==> config.mk <==
export PLATFORM = sky130hd
export DESIGN_NAME = timer_readback
export DESIGN_NICKNAME = d
export VERILOG_FILES = /design/src/rtl/timer_pkg.sv /design/src/rtl/timer_alarm.sv /design/src/rtl/timer_readback.sv
export SDC_FILE = /design/constraint.sdc
export NUM_CORES = 1
export LEC_CHECK = 0
export CORE_ASPECT_RATIO = 1.5
export CORE_UTILIZATION = 46
export DETAILED_ROUTE_END_ITERATION = 16
export PLACE_DENSITY = 0.85
export SKIP_LAST_GASP = 1
export SLEW_MARGIN = 20
export SYNTH_ARGS = -nofsm -noshare
export SYNTH_HDL_FRONTEND = slang
export SYNTH_SLANG_ARGS = --single-unit
==> constraint.sdc <==
create_clock -name clock -period 2 [get_ports clock]
set_clock_uncertainty 0.05 [all_clocks]
set_input_delay 0.3 -clock clock [delete_from_list [all_inputs] [get_ports clock]]
set_output_delay 0.3 -clock clock [all_outputs]
set_load 0.005 [all_outputs]
==> src/rtl/timer_pkg.sv <==
// Shared constants for the timer CPU read/alarm path.
// Address nibbles and STATUS bit positions.
package timer_pkg;

  localparam logic [3:0] TMR_HOUR  = 4'h8;
  localparam logic [3:0] TMR_MIN   = 4'h9;
  localparam logic [3:0] TMR_AHOUR = 4'hA;
  localparam logic [3:0] TMR_AMIN  = 4'hB;
  localparam logic [3:0] TMR_STAT  = 4'hC;

  localparam int ST_PEND = 0;
  localparam int ST_EN   = 1;
  localparam int ST_SNAP = 2;

endpackage

==> src/rtl/timer_alarm.sv <==
// Alarm registers, edge-detected match, sticky pending and
// the level interrupt derived from it.
module timer_alarm
  import timer_pkg::*;
#(
  parameter int DATA_W = 8
) (
  input  logic              clock,
  input  logic              rst_n,
  input  logic [5:0]        hour,
  input  logic [5:0]        minute,
  input  logic              we_ahour,
  input  logic              we_amin,
  input  logic              we_stat,
  input  logic [DATA_W-1:0] wdata,
  output logic [5:0]        alarm_hour,
  output logic [5:0]        alarm_min,
  output logic              alarm_en,
  output logic              pending,
  output logic              irq
);

  logic [5:0] ahour_q, ahour_d;
  logic [5:0] amin_q, amin_d;
  logic       en_q, en_d;
  logic       pend_q, pend_d;
  logic       mprev_q, mprev_d;
  logic       irq_q, irq_d;
  logic       match;
  logic       trig;
  logic       w1c;
  logic       unused_wdata;

  assign unused_wdata = ^wdata[DATA_W-1:6];

  always_comb begin
    match   = (hour == ahour_q) && (minute == amin_q);
    trig    = en_q && match && !mprev_q;
    w1c     = we_stat && wdata[ST_PEND];
    mprev_d = match;
    ahour_d = we_ahour ? wdata[5:0] : ahour_q;
    amin_d  = we_amin ? wdata[5:0] : amin_q;
    en_d    = we_stat ? wdata[ST_EN] : en_q;
    // a new trigger beats a simultaneous clear
    pend_d  = trig || (pend_q && !w1c);
    irq_d   = pend_d && en_d;
  end

  always_ff @(posedge clock or negedge rst_n) begin
    if (!rst_n) begin
      ahour_q <= '0;
      amin_q  <= '0;
      en_q    <= 1'b0;
      pend_q  <= 1'b0;
      mprev_q <= 1'b0;
      irq_q   <= 1'b0;
    end else begin
      ahour_q <= ahour_d;
      amin_q  <= amin_d;
      en_q    <= en_d;
      pend_q  <= pend_d;
      mprev_q <= mprev_d;
      irq_q   <= irq_d;
    end
  end

  assign alarm_hour = ahour_q;
  assign alarm_min  = amin_q;
  assign alarm_en   = en_q;
  assign pending    = pend_q;
  assign irq        = irq_q;

endmodule

==> src/rtl/timer_readback.sv <==
// CPU read responder for the time-of-day counter with a
// coherent hour/minute snapshot and a programmable alarm.
module timer_readback
  import timer_pkg::*;
#(
  parameter int ADDR_W = 16,
  parameter int DATA_W = 8
) (
  input  logic              clock,
  input  logic              rst_n,
  input  logic              r_en_n,
  input  logic              w_en_n,
  input  logic [ADDR_W-1:0] addr,
  input  logic [DATA_W-1:0] wdata,
  input  logic [5:0]        hour,
  input  logic [5:0]        minute,
  output logic [DATA_W-1:0] rdata,
  output logic              rvalid,
  output logic              irq
);

  logic [3:0]        nib;
  logic              rd, we;
  logic              sel_hour, sel_min;
  logic              sel_ahour, sel_amin, sel_stat;
  logic [5:0]        alarm_hour, alarm_min;
  logic              alarm_en, pending;
  logic [DATA_W-1:0] rdata_q, rdata_d, rmux;
  logic              rvalid_q, rvalid_d;
  logic              snapv_q, snapv_d;
  logic [5:0]        snapm_q, snapm_d;
  logic              unused_addr;

  assign unused_addr = ^addr[ADDR_W-1:4];
  assign nib = addr[3:0];
  assign we  = !w_en_n;
  assign rd  = !r_en_n && w_en_n;

  assign sel_hour  = (nib == TMR_HOUR);
  assign sel_min   = (nib == TMR_MIN);
  assign sel_ahour = (nib == TMR_AHOUR);
  assign sel_amin  = (nib == TMR_AMIN);
  assign sel_stat  = (nib == TMR_STAT);

  timer_alarm #(
    .DATA_W (DATA_W)
  ) u_alarm (
    .clock      (clock),
    .rst_n      (rst_n),
    .hour       (hour),
    .minute     (minute),
    .we_ahour   (we && sel_ahour),
    .we_amin    (we && sel_amin),
    .we_stat    (we && sel_stat),
    .wdata      (wdata),
    .alarm_hour (alarm_hour),
    .alarm_min  (alarm_min),
    .alarm_en   (alarm_en),
    .pending    (pending),
    .irq        (irq)
  );

  always_comb begin
    rmux = '0;
    unique case (1'b1)
      sel_hour:  rmux[5:0] = hour;
      sel_min:   rmux[5:0] = snapv_q ? snapm_q : minute;
      sel_ahour: rmux[5:0] = alarm_hour;
      sel_amin:  rmux[5:0] = alarm_min;
      sel_stat: begin
        rmux[ST_PEND] = pending;
        rmux[ST_EN]   = alarm_en;
        rmux[ST_SNAP] = snapv_q;
      end
      default:   rmux = '0;
    endcase
  end

  always_comb begin
    rvalid_d = rd;
    rdata_d  = rd ? rmux : rdata_q;
    snapv_d  = snapv_q;
    snapm_d  = snapm_q;
    // hour read freezes minute so the pair reads coherently
    if (rd && sel_hour) begin
      snapv_d = 1'b1;
      snapm_d = minute;
    end
    if (rd && sel_min) snapv_d = 1'b0;
    if (we && (sel_hour || sel_min)) snapv_d = 1'b0;
  end

  always_ff @(posedge clock or negedge rst_n) begin
    if (!rst_n) begin
      rdata_q  <= '0;
      rvalid_q <= 1'b0;
      snapv_q  <= 1'b0;
      snapm_q  <= '0;
    end else begin
      rdata_q  <= rdata_d;
      rvalid_q <= rvalid_d;
      snapv_q  <= snapv_d;
      snapm_q  <= snapm_d;
    end
  end

  assign rdata  = rdata_q;
  assign rvalid = rvalid_q;

endmodule
# After elaboration in Yosys (flattened, before gate mapping)
# Index checks and enable logic that the tools add are counted.
# W data, S select, Z words.
# totals
regBits	30
in_bits	40
wordCells	44
# op_classes
n_eq_ne	7
n_mux	7
n_reduce_logical	20
# op_table
op	count
$eq A4 B4 Y1 const B	5
$pmux W3 S5	1
$logic_and A1 B1 Y1	13
$eq A6 B6 Y1	2
$pmux W3 S4	1
$mux W6	1
$logic_not A1 Y1	4
$mux W1	4
$reduce_bool A3 Y1	1
$logic_or A1 B1 Y1	2

# Longest topological paths before layout
# logic_depth
ltp_word	7
mapped_depth	6
depth_no_buf	5

# By module
# A second synthesis with hierarchy kept.
# unflattened
cells_unflattened	147
hier_area_um2	1594.0
# modules_own_cells
mod	n_inst	cells_each	area_per_inst_um2	seq_area_each_um2
timer_readback	1	91	863.3	350.3
timer_alarm	1	56	730.7	400.4

# Least setup slack after synthesis
# OpenSTA, ideal clock, no wires.
# synth_path
path_kind	flip-flop to flip-flop
startpoint	register snapv_q
endpoint	register rdata_q[3] (netlist: rdata[3])
setup_time_ns	0.121
arrival_time_ns	1.414
setup_slack_ns	0.415
stages_incl_launch_ff	5
n_path_buf	1
cell_sequence	dfrtp_1 buf_6 mux2_4 mux4_2 a22o_1
# synth_via
elab_chain_len	2
# synth_lines
element	line	rtl
from (decl)	timer_readback.sv:30	logic snapv_q, snapv_d;
from (signal assigned)	timer_readback.sv:102	snapv_q <= snapv_d;
$mux W6	timer_readback.sv:67	sel_min: rmux[5:0] = snapv_q ? snapm_q : minute;
$pmux W3 S4	timer_readback.sv:65	unique case (1'b1)
to (signal assigned)	timer_readback.sv:100	rdata_q <= rdata_d;
to (decl)	timer_readback.sv:28	logic [DATA_W-1:0] rdata_q, rdata_d, rmux;
# No other way between the ends.
# A chain may end at the register's enable or synchronous reset.

# Final worst setup path
# layout_path
startpoint	register snapv_q
endpoint	register rdata_q[2] (netlist: rdata[2])
# layout_via
elab_chain_len	2
# layout_lines
element	line
$mux W6	timer_readback.sv:67
$pmux W3 S5 *	timer_readback.sv:65
# Mark *: on every way between the ends. The rest lies on a longest branch, timed or not.

==> impl.org <==
** CTS
- Clock insertion delay at the later pin of the skew report :: 290 ps
- Post-CTS setup repair buffer count :: 0
- Post-CTS Hold Buffers :: 0
- Maximum level of the CTS H-tree :: 2
- Number of clock sinks seen by CTS :: 30
- TritonCTS built the clock tree.
- Inserted Clock Buffers :: 5
- Buffer cell driving the clock tree root :: sky130_fd_sc_hd__clkbuf_8
- Number of buffers on the longest clock path :: 2
- Clock-pin slew was measured on the worst setup and hold paths at 60 ps.
- Post-CTS Resized :: 0

** STA
- The tightest hold path in the finished design has a slack of 349.4 ps.
- Setup violations remaining at the end of the flow were counted as 0.
- Post-route setup TNS :: 0 ps
- The total count of hold-check failures in the final report came to 0.
- After layout, the worst path uses 85.53% of the clock period.
- Derived from the worst setup path, the maximum achievable clock frequency is 584.6 MHz.
- The max-slew violation total from the final report was 0.
- RSZ-0062 raised after global routing :: no
- Final period demand of the worst path :: 1711 ps

** Cells and area
- After routing the design area is 2120 sq um.
- Counting the fill cells in the layout gives 252.
- Antenna Diode Count :: 0
- The library cell used most frequently in the layout, excluding fill and tap cells, is sky130_fd_sc_hd__clkdlybuf4s50_1.
- Summing all multi-input logic gate instances after layout gives 797.0 sq um.
- Fin nets :: 223
- Layout cell share with drive strength beyond 1 :: 25.82%
- The sequential cells in the finished layout cover a total of 750.7 sq um.
- Once layout is complete, the utilization of the core stands at 65.79%.
- Area growth syn-to-layout :: 32.45%
- Top library cells by usage in the layout, fill and taps aside :: sky130_fd_sc_hd__clkdlybuf4s50_1, sky130_fd_sc_hd__dfrtp_1, sky130_fd_sc_hd__mux2_2, sky130_fd_sc_hd__buf_4, sky130_fd_sc_hd__xor2_1

** Critical path
- The worst setup path is launched from a register.
- The worst register-to-register path has a depth of 5.
- By startpoint and endpoint, the worst setup path is classified as reg2reg.
- In this run the worst path has a maximum fanout of 5.
- For the worst setup path, the data arrival time is 1810 ps.
- Endpoint kind of the worst setup timing path :: register
- Across all register-to-register paths, the minimum setup slack is 290 ps.
- Critical path destination :: rdata[2]
- Data required time of the critical path :: 2100 ps
- In this run the critical register-to-register path is launched from snapv_q.
- In this run the critical register-to-register path is captured at rdata[2].
- Tracing the worst setup path back leads to its startpoint at snapv_q.

** Global route
- The number of global-route vias before repair was 1386.
- The initial antenna violation count is 0.
- The first global-routing pass estimated 6.182 mm of wire.
- For this run the aggregate overflow at the end of global routing stands at 0.
- For this run, the total global-route usage over all layers was measured as 23.36%.
- Entering global routing, the biggest net connects 31 pins.

** Detailed routing
- DR vias/cell :: 5.869
- Summing over every cut layer, the via total after detailed routing is 1303.
- In this run the remaining antenna-violating nets after routing total 0.
- For this block, the initial DRC count from the detailed router was 45.
- Final routed wirelength across all metal layers :: 3.725 mm
- Number of iterations in the first detailed-routing pass :: 4
- After detailed routing, the average wire length per cell comes to 16.78 um.
- Total DRC errors in the routed layout :: 0

** Job
- Count of maximum capacitance violations :: 0

** Synthesis
- Post-synth cell types :: 35
- Post-synthesis sequential area ratio :: 46.91%
- Average footprint of a synthesized cell :: 11.77 sq um
- Yosys printed 0 warnings.
- Flops & latches, synth :: 30
- Mapped Cells :: 136
- Total standard cell area after synthesis :: 1600 sq um

** Die
- During I/O placement, the number of pins put on the boundary was 50.
- Total die area :: 3724 sq um
- For this configuration, the core starts out at a cell density of 49.67%.
- Width of the die :: 50.16 um
- Floorplan Core Area :: 3222 sq um
- Std-Cell Rows :: 25
- Die Span Y :: 74.24 um

** Place
- IO buf count :: 33
- GPL Wtd Cong :: 0.9474
- After detailed placement, the total cell area comes to 2037 sq um.
- The wire-length estimate of the detail-placed layout is 2.829 mm.

** Power
- Total Power :: 1.643 mW
- Total power per unit cell area :: 775.4 nW/um^2
- In this run the static leakage power is 0.9543 nW.
- VDD sags by at most 534.3 uV.

** Min path
- The tightest min-delay check is of the in2async type.

** Outcome
- The run finished with clean final reports.
cells in the mapped netlist (all sizes together):
cell	count	area (sq um)
dfrtp	30	750.7
mux2	22	259.0
xor2	12	105.1
nand2	9	33.78
buf	6	41.28
o21ai	6	30.03
nand3	5	25.02
nor2	5	18.77
mux2i	4	40.04
nand2b	4	25.02
a22o	3	26.28
inv	3	11.26
mux4	3	67.56
nor4	3	18.77
a211oi	2	15.01
and3	2	12.51
nor2b	2	12.51
o22ai	2	12.51
a21boi	1	7.510
a21oi	1	5.000
a2bb2oi	1	8.760
a31oi	1	6.260
a32oi	1	8.760
and2b	1	8.760
and3b	1	8.760
clkbuf	1	3.750
conb	1	3.750
nand4	1	6.260
nand4b	1	8.760
o311ai	1	8.760
or4b	1	10.01
worst max-delay path, cell delays in order (launching register included):
cell                        delay (ps)
sky130_fd_sc_hd__dfrtp_1           510
sky130_fd_sc_hd__buf_4             200
sky130_fd_sc_hd__and2b_2           210
sky130_fd_sc_hd__a211oi_1          230
sky130_fd_sc_hd__a2bb2oi_1         220
sky130_fd_sc_hd__o311ai_0          140
per-stage QoR:
step | worst slack [ps] | std cells
final | 289.4 | 222
after global routing | 199.7 | 222
after CTS | 292.3 | 222
after detailed placement | 49.16 | 216
after global placement | 73.34 | 216
after floorplan | 415.4 | 137
worst min path at each step:
stage / start / endpoint / slack (ps)
final: rst_n / rvalid / 350
after global routing: rst_n / rvalid / 380
after CTS: rst_n / rvalid / 370
after detailed placement: rdata[1] / rdata[1] / 420
after global placement: rdata[1] / rdata[1] / 420
after floorplan: rst_n / rdata[0] / -50
cell families (layout without fill, tap and decap cells):
group / after synthesis / in the layout / synth area share (%)
simple gates: 35 / 35 / 11.81
flops: 30 / 30 / 46.91
mux: 29 / 29 / 22.91
compound gates: 19 / 19 / 8.054
buf+inv: 10 / 55 / 3.517
xor+xnor: 12 / 12 / 6.568
other cells: 1 / 2 / 0.2343
registers in the layout, summed over array words and instances, names as in the netlist:
| name | count |
|---|---|
| snapv_q | 1 |
| rvalid | 1 |
| u_alarm.irq | 1 |
| u_alarm.alarm_min | 6 |
| u_alarm.pending | 1 |
| snapm_q | 6 |
| rdata | 6 |
| u_alarm.alarm_en | 1 |
| u_alarm.mprev_q | 1 |
| u_alarm.alarm_hour | 6 |
report_power, final:
group          internal [mW]  leakage (nW)  total, mW  switching, mW
Combinational          0.235         0.525      0.379          0.144
Sequential             0.705         0.386      0.787         0.0821
Clock                  0.264        0.0431      0.477          0.213
Total                   1.20         0.954       1.64          0.439
layer usage:
metal / routed length (um) / vias up / GRT usage (%) / part of all wire, %
li1: - / 581 / - / -
met1: 1316 / 650 / 21.56 / 35
met2: 2019 / 54 / 42.22 / 54
met3: 219 / 18 / 7.362 / 5.9
met4: 170 / 0 / 17.46 / 4.6
met5: 0 / - / 0 / 0
final cells by class:
cell class,instances,area share [%]
Sequential cell,30,35.42
Multi-Input combinational cell,97,37.60
Tap cell,40,2.361
Timing Repair Buffer,46,20.19
Clock buffer,6,3.896
Inverter,3,0.5313
No activity file was read; power rests on OpenSTA's default activity.
